### config.mk
export PLATFORM = sky130hd
export DESIGN_NAME = harness_cmd_sequencer
export DESIGN_NICKNAME = d
export VERILOG_FILES = /design/src/rtl/harness_seq_pkg.sv /design/src/rtl/harness_rsp_serializer.sv /design/src/rtl/harness_cmd_sequencer.sv
export SDC_FILE = /design/constraint.sdc
export NUM_CORES = 1
export LEC_CHECK = 0
export CAP_MARGIN = 40
export CORE_MARGIN = 2
export CORE_UTILIZATION = 53
export CTS_CLUSTER_SIZE = 8
export DETAILED_ROUTE_END_ITERATION = 8
export HOLD_SLACK_MARGIN = 0.12
export PLACE_DENSITY = 0.83
export SLEW_MARGIN = 20
export SYNTH_ARGS = -nofsm -noshare
export SYNTH_HDL_FRONTEND = slang
export SYNTH_HIERARCHICAL = 1
export SYNTH_SLANG_ARGS = --single-unit
### constraint.sdc
create_clock -name clk -period 5.6 [get_ports clk]
set_input_delay 1.12 -clock clk [delete_from_list [all_inputs] [get_ports clk]]
set_output_delay 1.12 -clock clk [all_outputs]
set_load 0.1 [all_outputs]
### src/rtl/harness_seq_pkg.sv
// Shared opcodes and state encoding for the harness command sequencer.
`timescale 1ns/1ps
package harness_seq_pkg;

  localparam logic [7:0] OP_DUMP    = 8'd104;
  localparam logic [7:0] OP_HALT    = 8'd105;
  localparam logic [7:0] OP_RST_ON  = 8'd106;
  localparam logic [7:0] OP_RST_OFF = 8'd107;
  localparam logic [7:0] OP_STEP    = 8'd108;
  localparam logic [7:0] OP_LOAD    = 8'd109;

  typedef logic [2:0] seq_state_t;

  localparam seq_state_t ST_BOOT  = 3'd0;
  localparam seq_state_t ST_IDLE  = 3'd1;
  localparam seq_state_t ST_LOAD  = 3'd2;
  localparam seq_state_t ST_STEP  = 3'd3;
  localparam seq_state_t ST_DUMP  = 3'd4;
  localparam seq_state_t ST_HALT  = 3'd5;
  localparam seq_state_t ST_ERROR = 3'd6;

endpackage

### src/rtl/harness_rsp_serializer.sv
// Turns the parallel DUT output vector into an LSB-first valid/ready byte stream.
// Optional HARNESS_SEQ_SNAPSHOT_EN freezes dut_out at start for a coherent dump.
`timescale 1ns/1ps
module harness_rsp_serializer
  import harness_seq_pkg::*;
#(
  parameter int OUTPUT_WORDS = 1
) (
  input  logic                      clk,
  input  logic                      rst,
  input  logic                      start,
  input  logic [OUTPUT_WORDS*32-1:0] dut_out,
  input  logic                      rsp_ready,
  output logic [7:0]                rsp_data,
  output logic                      rsp_valid,
  output logic                      busy,
  output logic                      last_xfer
);

  localparam int NB = OUTPUT_WORDS * 4;
  localparam int IW = $clog2(NB);
  localparam logic [IW-1:0] LAST_IDX = IW'(NB - 1);

  logic          active;
  logic [IW-1:0] idx;
  logic [NB*8-1:0] src;
  logic [NB*8-1:0] shifted;

`ifdef HARNESS_SEQ_SNAPSHOT_EN
  logic [NB*8-1:0] snap;

  always_ff @(posedge clk or posedge rst) begin
    if (rst) snap <= '0;
    else if (start) snap <= dut_out;
  end

  assign src = snap;
`else
  // Live mux is safe: the DUT is never stepped while a dump is in flight.
  assign src = dut_out;
`endif

  assign last_xfer = active && rsp_ready && (idx == LAST_IDX);

  always_ff @(posedge clk or posedge rst) begin
    if (rst) begin
      active <= 1'b0;
      idx    <= '0;
    end else if (start) begin
      active <= 1'b1;
      idx    <= '0;
    end else if (last_xfer) begin
      active <= 1'b0;
      idx    <= '0;
    end else if (active && rsp_ready) begin
      idx <= idx + 1'b1;
    end
  end

  assign shifted   = src >> {idx, 3'b000};
  assign rsp_data  = active ? shifted[7:0] : 8'h00;
  assign rsp_valid = active;
  assign busy      = active;

endmodule

### src/rtl/harness_cmd_sequencer.sv
// Byte-command sequencer owning DUT reset, input vector and step enable.
// Config macro: HARNESS_SEQ_SNAPSHOT_EN (snapshot dut_out at dump start).
//
// state    | meaning
// BOOT     | one cycle after reset, no commands taken
// IDLE     | decode opcodes
// LOAD     | shift payload bytes into staging register
// STEP     | dut_step high, down-counter running
// DUMP     | serializer streaming dut_out bytes
// HALT     | 'i' received, terminal until rst
// ERROR    | unknown opcode, terminal until rst
`timescale 1ns/1ps
module harness_cmd_sequencer
  import harness_seq_pkg::*;
#(
  parameter int INPUT_BYTES  = 4,
  parameter int OUTPUT_WORDS = 1,
  parameter int STEP_CYCLES  = 1
) (
  input  logic                      clk,
  input  logic                      rst,
  input  logic [7:0]                cmd_data,
  input  logic                      cmd_valid,
  output logic                      cmd_ready,
  output logic [7:0]                rsp_data,
  output logic                      rsp_valid,
  input  logic                      rsp_ready,
  output logic [INPUT_BYTES*8-1:0]  dut_in,
  output logic                      dut_rst,
  output logic                      dut_step,
  input  logic [OUTPUT_WORDS*32-1:0] dut_out,
  output logic                      done,
  output logic                      err,
  output logic [7:0]                err_code
);

  localparam int IN_W = INPUT_BYTES * 8;
  localparam int SCW  = $clog2(STEP_CYCLES + 1);
  localparam int LCW  = $clog2(INPUT_BYTES + 1);

  seq_state_t      state;
  logic [SCW-1:0]  step_cnt;
  logic [LCW-1:0]  load_cnt;
  logic [IN_W-1:0] stage;
  logic            commit;
  logic            accept;
  logic            dump_start;
  logic            ser_busy;
  logic            ser_last;

  assign cmd_ready  = (state == ST_IDLE) || (state == ST_LOAD);
  assign accept     = cmd_valid && cmd_ready;
  assign dump_start = accept && (state == ST_IDLE) && (cmd_data == OP_DUMP);
  assign dut_step   = (state == ST_STEP);
  assign done       = (state == ST_HALT);
  assign err        = (state == ST_ERROR);

  always_ff @(posedge clk or posedge rst) begin
    if (rst) begin
      state    <= ST_BOOT;
      step_cnt <= '0;
      load_cnt <= '0;
      stage    <= '0;
      commit   <= 1'b0;
      dut_in   <= '0;
      dut_rst  <= 1'b1;
      err_code <= 8'h00;
    end else begin
      commit <= 1'b0;
      // dut_in follows the staging register one cycle after the final byte
      if (commit) dut_in <= stage;
      case (state)
        ST_BOOT: state <= ST_IDLE;
        ST_IDLE: begin
          if (accept) begin
            case (cmd_data)
              OP_RST_ON:  dut_rst <= 1'b1;
              OP_RST_OFF: dut_rst <= 1'b0;
              OP_STEP: begin
                state    <= ST_STEP;
                step_cnt <= SCW'(STEP_CYCLES);
              end
              OP_LOAD: begin
                state    <= ST_LOAD;
                load_cnt <= LCW'(INPUT_BYTES);
              end
              OP_DUMP: state <= ST_DUMP;
              OP_HALT: state <= ST_HALT;
              default: begin
                state    <= ST_ERROR;
                err_code <= cmd_data;
              end
            endcase
          end
        end
        ST_LOAD: begin
          if (accept) begin
            stage    <= (stage >> 8) | (IN_W'(cmd_data) << (IN_W - 8));
            load_cnt <= load_cnt - 1'b1;
            if (load_cnt == LCW'(1)) begin
              state  <= ST_IDLE;
              commit <= 1'b1;
            end
          end
        end
        ST_STEP: begin
          if (step_cnt == SCW'(1)) state <= ST_IDLE;
          else step_cnt <= step_cnt - 1'b1;
        end
        ST_DUMP: if (ser_last) state <= ST_IDLE;
        default: state <= state;
      endcase
    end
  end

  harness_rsp_serializer #(
    .OUTPUT_WORDS(OUTPUT_WORDS)
  ) u_rsp_serializer (
    .clk       (clk),
    .rst       (rst),
    .start     (dump_start),
    .dut_out   (dut_out),
    .rsp_ready (rsp_ready),
    .rsp_data  (rsp_data),
    .rsp_valid (rsp_valid),
    .busy      (ser_busy),
    .last_xfer (ser_last)
  );

endmodule

# Yosys cells after proc, flatten, opt, wreduce, memory -nomap -nowiden

Cells that the tools add are included.

Bits in registers: 84
Output and inout bits: 54

Reduce and logical (&&, ||, !) cells: 21
$add $sub $neg: 3
Shifts and indexed selects: 1
Eq/ne operators: 22
Bitwise logic cells: 2
Muxes and demuxes: 25

Operators with widths:

| kind                                                                     | number |
|---|---|
| 8-bit by 7-bit == test with 1-bit output (second input constant)         | 6 |
| 24-bit by 32-bit OR with 32-bit output                                   | 1 |
| 32-bit by 5-bit >> shifter with 8-bit output                             | 1 |
| 3-bit case mux with 5 select lines                                       | 2 |
| 3-bit 2-to-1 mux                                                         | 8 |
| 3-bit == test (second input constant)                                    | 3 |
| 3-bit AND reduction                                                      | 3 |
| 1-bit 2-to-1 mux                                                         | 8 |
| 8-bit 2-to-1 mux                                                         | 1 |
| 2-bit by 1-bit inequality test with 1-bit output (second input constant) | 4 |
| 2-bit inequality test (second input constant)                            | 4 |
| 2-bit nonzero test                                                       | 4 |
| 7-bit AND reduction                                                      | 1 |
| 3-bit by 1-bit == test with 1-bit output (second input constant)         | 2 |
| 3-bit by 2-bit == test with 1-bit output (second input constant)         | 2 |
| 2-bit 2-to-1 mux                                                         | 3 |
| 3-bit case mux with 2 select lines                                       | 1 |
| 6-bit OR reduction                                                       | 1 |
| 1-bit logical AND                                                        | 5 |
| 5-bit nonzero test                                                       | 1 |
| 1-bit case mux with 2 select lines                                       | 2 |
| 4-bit AND reduction                                                      | 1 |
| 3-bit zero test                                                          | 1 |
| 3-bit nonzero test                                                       | 1 |
| 8 further kinds                                                          | 8 |

# Longest topological paths before layout

Depth after elaboration: 6
Depth in mapped cells: 6
Depth with buffers taken out: 6

# By module

Netlist, hierarchy kept.

Modules (own cells, without submodules):

| module                 | area an instance (um2) | cells each | sequential area each (um2) | instances |
|---|---|---|---|---|
| harness_cmd_sequencer  | 3454.6                 | 225        | 2028.2                     | 1 |
| harness_rsp_serializer | 419.2                  | 44         | 75.1                       | 1 |

# Worst setup path after synthesis

Ideal clock, no wire load.

Kind: reg-to-output
Start point: reg state[1]
End point: out done
Path buffers: 1
Cell stages (with the launch flop): 3
Arrival time: 2.781 ns
Path slack: 1.699 ns
Cells stage by stage: dfrtp_1 > buf_4 > nor3b_1

Cells in the longest elaborated chain, start to end: 1

RTL lines:

| item                   | RTL line                     | source |
|---|---|---|
| from (decl)            | harness_cmd_sequencer.sv:41  | `seq_state_t state;` |
| from (signal assigned) | harness_cmd_sequencer.sv:111 | `default: state <= state;` |
| 3-bit == test          | harness_cmd_sequencer.sv:55  | `assign done = (state == ST_HALT);` |
| to (decl)              | harness_cmd_sequencer.sv:32  | `output logic done,` |

No other way between the ends.

# Final worst setup path

Start point: in dut_out[10]
End point: out rsp_data[2]

Cells in the longest elaborated chain, start to end: 2

RTL lines:

| item                                         | RTL line                     | source |
|---|---|---|
| from (decl)                                  | harness_cmd_sequencer.sv:31  | `input logic [OUTPUT_WORDS*32-1:0] dut_out,` |
| 32-bit by 5-bit >> shifter with 8-bit output | harness_rsp_serializer.sv:60 | `assign shifted = src >> {idx, 3'b000};` |
| 8-bit 2-to-1 mux                             | harness_rsp_serializer.sv:61 | `assign rsp_data = active ? shifted[7:0] : 8'h00;` |
| to (decl)                                    | harness_cmd_sequencer.sv:25  | `output logic [7:0] rsp_data,` |

No other way between the ends.

==> summary by stage <==
Yosys
Sequential elements use approximately 54% of the synthesized area. The number of instances in the synthesized netlist is around 270. The count of different cell masters after synthesis is 48. Synthesis produced a netlist with a net count of between 300 and 400.

The cell area after technology mapping is between 3000 and 4000 sq um. The most frequently used flop master after synthesis is dfrtp_1. Of all cell types, the one taking the most synthesized area is dfrtp_1. The post-synthesis register bit count is 84.

In this run, synthesis inferred 0 flip-flops with an integrated enable. Counting flops with an async set or reset pin after synthesis yields a share of between 90% and 100%. The total number of yosys warnings is 6. After synthesis, the largest area contributor takes up ~54% of total cell area. By area the synthesized netlist is led by dfrtp_1, mux2_4, mux2_2.

The average instance in the mapped netlist occupies 14.40 sq um.

Place
The worst setup slack after placement is 1.835 ns. The half-perimeter wire length after placement is ~6.6 mm. The global placement routability congestion is approximately 0.84. Including well taps, the total number of placed cells is around 500.

The count of input and output buffers is 97.

CTS
The H-tree generated during clock tree synthesis spans 3 levels. The CTS sink count is 84. The number of buffers added for setup after CTS is 0. The clock root buffer is clkbuf_8. The clock slew seen by the registers of the worst setup and hold paths is roughly 0.080 ns.

TritonCTS built the clock tree. The number of hold buffers added after CTS was 0. Gates resized during post-CTS repair numbered 0. The clock insertion delay at the later pin of the skew report is ~0.37 ns. The number of buffers on the longest clock path is 2.

Clock tree synthesis inserted a total of 9 buffers.

Global route
The initial antenna violation count is 0. The number of global-route vias before repair came to between 2k and 3k. The first global-routing pass estimated 14.70 mm of wire.

Entering global routing, the biggest net connects 38 pins. Summed over all layers, the global routing overflow is 0. Global routing consumed, over all layers together, between 20% and 30% of the routing resources.

Drt
The first-pass iteration count of the detailed router is 4. After detailed routing, the total wire length is 9.066 mm. Once detail routing completed, the nets flagged for antenna violations numbered 0. The routed via count is 2734. In the routed layout, each cell is associated on average with a via count of approximately 5.2. The number of DRC violations after detailed-routing iteration 0 is between 100 and 150. After detailed routing, the average wire length per cell comes to 17.33 um.

The number of remaining DRC errors is 0.

Setup path
At the worst endpoint, the required time is 4.48 ns. STA classifies the critical path startpoint as a primary input. Data on the critical path arrives at its endpoint at approximately 2.7 ns.

The worst reg-to-reg path cell count is 6. The setup path with the least slack is of type primary input to output pin. The launching point of the worst reg2reg path is u_rsp_serializer/idx[0]. The register-to-register setup slack is around 3.6 ns.

Of all nets on the critical path, the largest fanout is 1. The worst setup path is captured at an output pin. The endpoint of the worst register-to-register path is state[0].

Final layout
The area growth from synthesis to layout is 53.49%. The library cells used most frequently in the layout, excluding fill and tap cells, are clkdlybuf4s50_1, dfrtp_1, buf_8. The most frequent standard cell in the layout excluding fill and tap cells is clkdlybuf4s50_1.

In the final layout, flip-flops and latches occupy between 2000 and 2500 sq um. The number of nets in the finished design is ~470. Cells with a size suffix above 1 make up 32.55% of the layout. Once layout is complete, the cells apart from fillers number ~520.

The number of fill cells in the layout is between 300 and 400. The number of antenna diodes in the final layout is 0. Measured on the finished design, the core utilization comes to 82.86%. The area of the multi-input gates is around 1600 sq um.

Hold path
The hold path endpoint is dut_rst. The worst hold path passes through 2 cells. The classification of the worst-slack hold path is register to register. The launch instance of the worst min-delay path is dut_rst.

Floorplanning
The die covers 8008 sq um. The I/O pin count is ~100. From bottom edge to top edge, the die measures about 89 um.

The count of standard-cell rows is 31. The die is 89.49 um wide. The initial cell density of the core is between 50% and 60%. The area of the core is just over 7000 sq um.

STA
The maximum clock skew at final layout is 0.01272 ns. The worst pin sits at a relative slew slack of roughly 57%. The post-layout worst setup margin is around 1.8 ns. The total of endpoints with negative setup slack in the final report is 0. At the pin with the least slew margin, the transition time is 0.6346 ns. Setup repair after global routing left no endpoint under its margin. The routed design could run at a clock period as short as about 3.8 ns.

On the final layout, the worst hold slack is 0.4778 ns. The sum of negative setup slack is 0 ns. Derived from the worst setup path, the maximum achievable clock frequency is between 200 and 300 MHz. The count of endpoints failing hold in the final timing report is 0. The number of pins with negative max-slew slack in the final report came to 0. The final worst-path cycle share is around two thirds.

Power and ir drop
The maximum resistive drop on vdd is 475.6 uV. The power density of the placed cells is just over 400 nW/um^2. For this design the static power due to leakage is approximately 2.8 nW.

Run
Across the run, the number of max-cap violations was 0.

Status
The flow ran to the end, and the final reports show no timing, DRC or antenna violations.
==> synth_stat cells (all sizes together) (2+ instances only) <==
cell	count
mux2	72
nor3b	3
o21ai	2
a21oi	2
clkbuf	3
nand2	6
a21o	4
buf	14
mux2i	17
nor2	6
a21bo	3
dfrtp	83
xnor2	2
nor4	3
nand4bb	3
and3	2
ha	3
inv	10
o22ai	8
o41ai	2
a31oi	3
nand2b	3
==> state kept, by name, indices dropped and copies added (netlist names) <==
name,cells
err_code,8
dut_in,32
state,3
load_cnt,3
u_rsp_serializer/busy,1
dut_rst,1
commit,1
u_rsp_serializer/idx,2
step_cnt,1
stage,32
==> how the worst max path moves through the flow <==
stage	start	end	slack [ns]	depth (start not counted)
finish	dut_out[10]	rsp_data[2]	1.83	5
global route	dut_out[10]	rsp_data[2]	1.76	5
CTS	dut_out[10]	rsp_data[2]	1.79	5
detailed placement	dut_out[10]	rsp_data[2]	1.84	5
global placement	dut_out[10]	rsp_data[2]	1.51	4
floorplan	state[1]	done	1.70	2
==> report_power, final <==
group | internal, W | total, W | switching (W)
logic | 0.000488 | 0.00119 | 0.000701
registers | 0.000680 | 0.000770 | 0.0000908
clock network | 0.000213 | 0.000447 | 0.000234
==> final cells by class <==
type	count	area share, %
sequential	84	35.37
timing repair buffer	156	31.78
multi-input combinational	158	26.66
clock buffer	9	2.083
tap	99	2.083
clock inverter	7	1.368
inverter	10	0.6524
==> kinds of logic after synthesis <==
| family | synth area share, % |
|---|---|
| and+or+nand+nor | 5.879 |
| AOI/OAI and AO/OA | 5.588 |
| adders and majority gates | 0.9691 |
| buffers and inverters | 4.780 |
| muxes | 28.04 |
| DFF | 54.30 |
| xor gates and xnor gates | 0.4523 |
==> metal layers <==
metal | routed length (um) | track usage, %
met3 | 418 | 5.078
met4 | 129 | 8.412
met1 | 3542 | 30.99
met5 | 0 | 0
met2 | 4976 | 43.43
==> critical path, cell delays in order <==
cell and delay (ns):
clkdlybuf4s50_1 0.46, mux2i_1 0.09, o22ai_1 0.21, clkdlybuf4s50_1 0.56
buf_8 0.21
==> through the flow <==
step	instance area, sq um	total power [W]
floorplan	3874	0.001543
CTS	5931	0.002404
global route	5946	0.002492
global placement	4845	0.001702
detailed placement	5725	0.001953
finish	5946	0.002407
No activity file was read; power rests on OpenSTA's default activity.
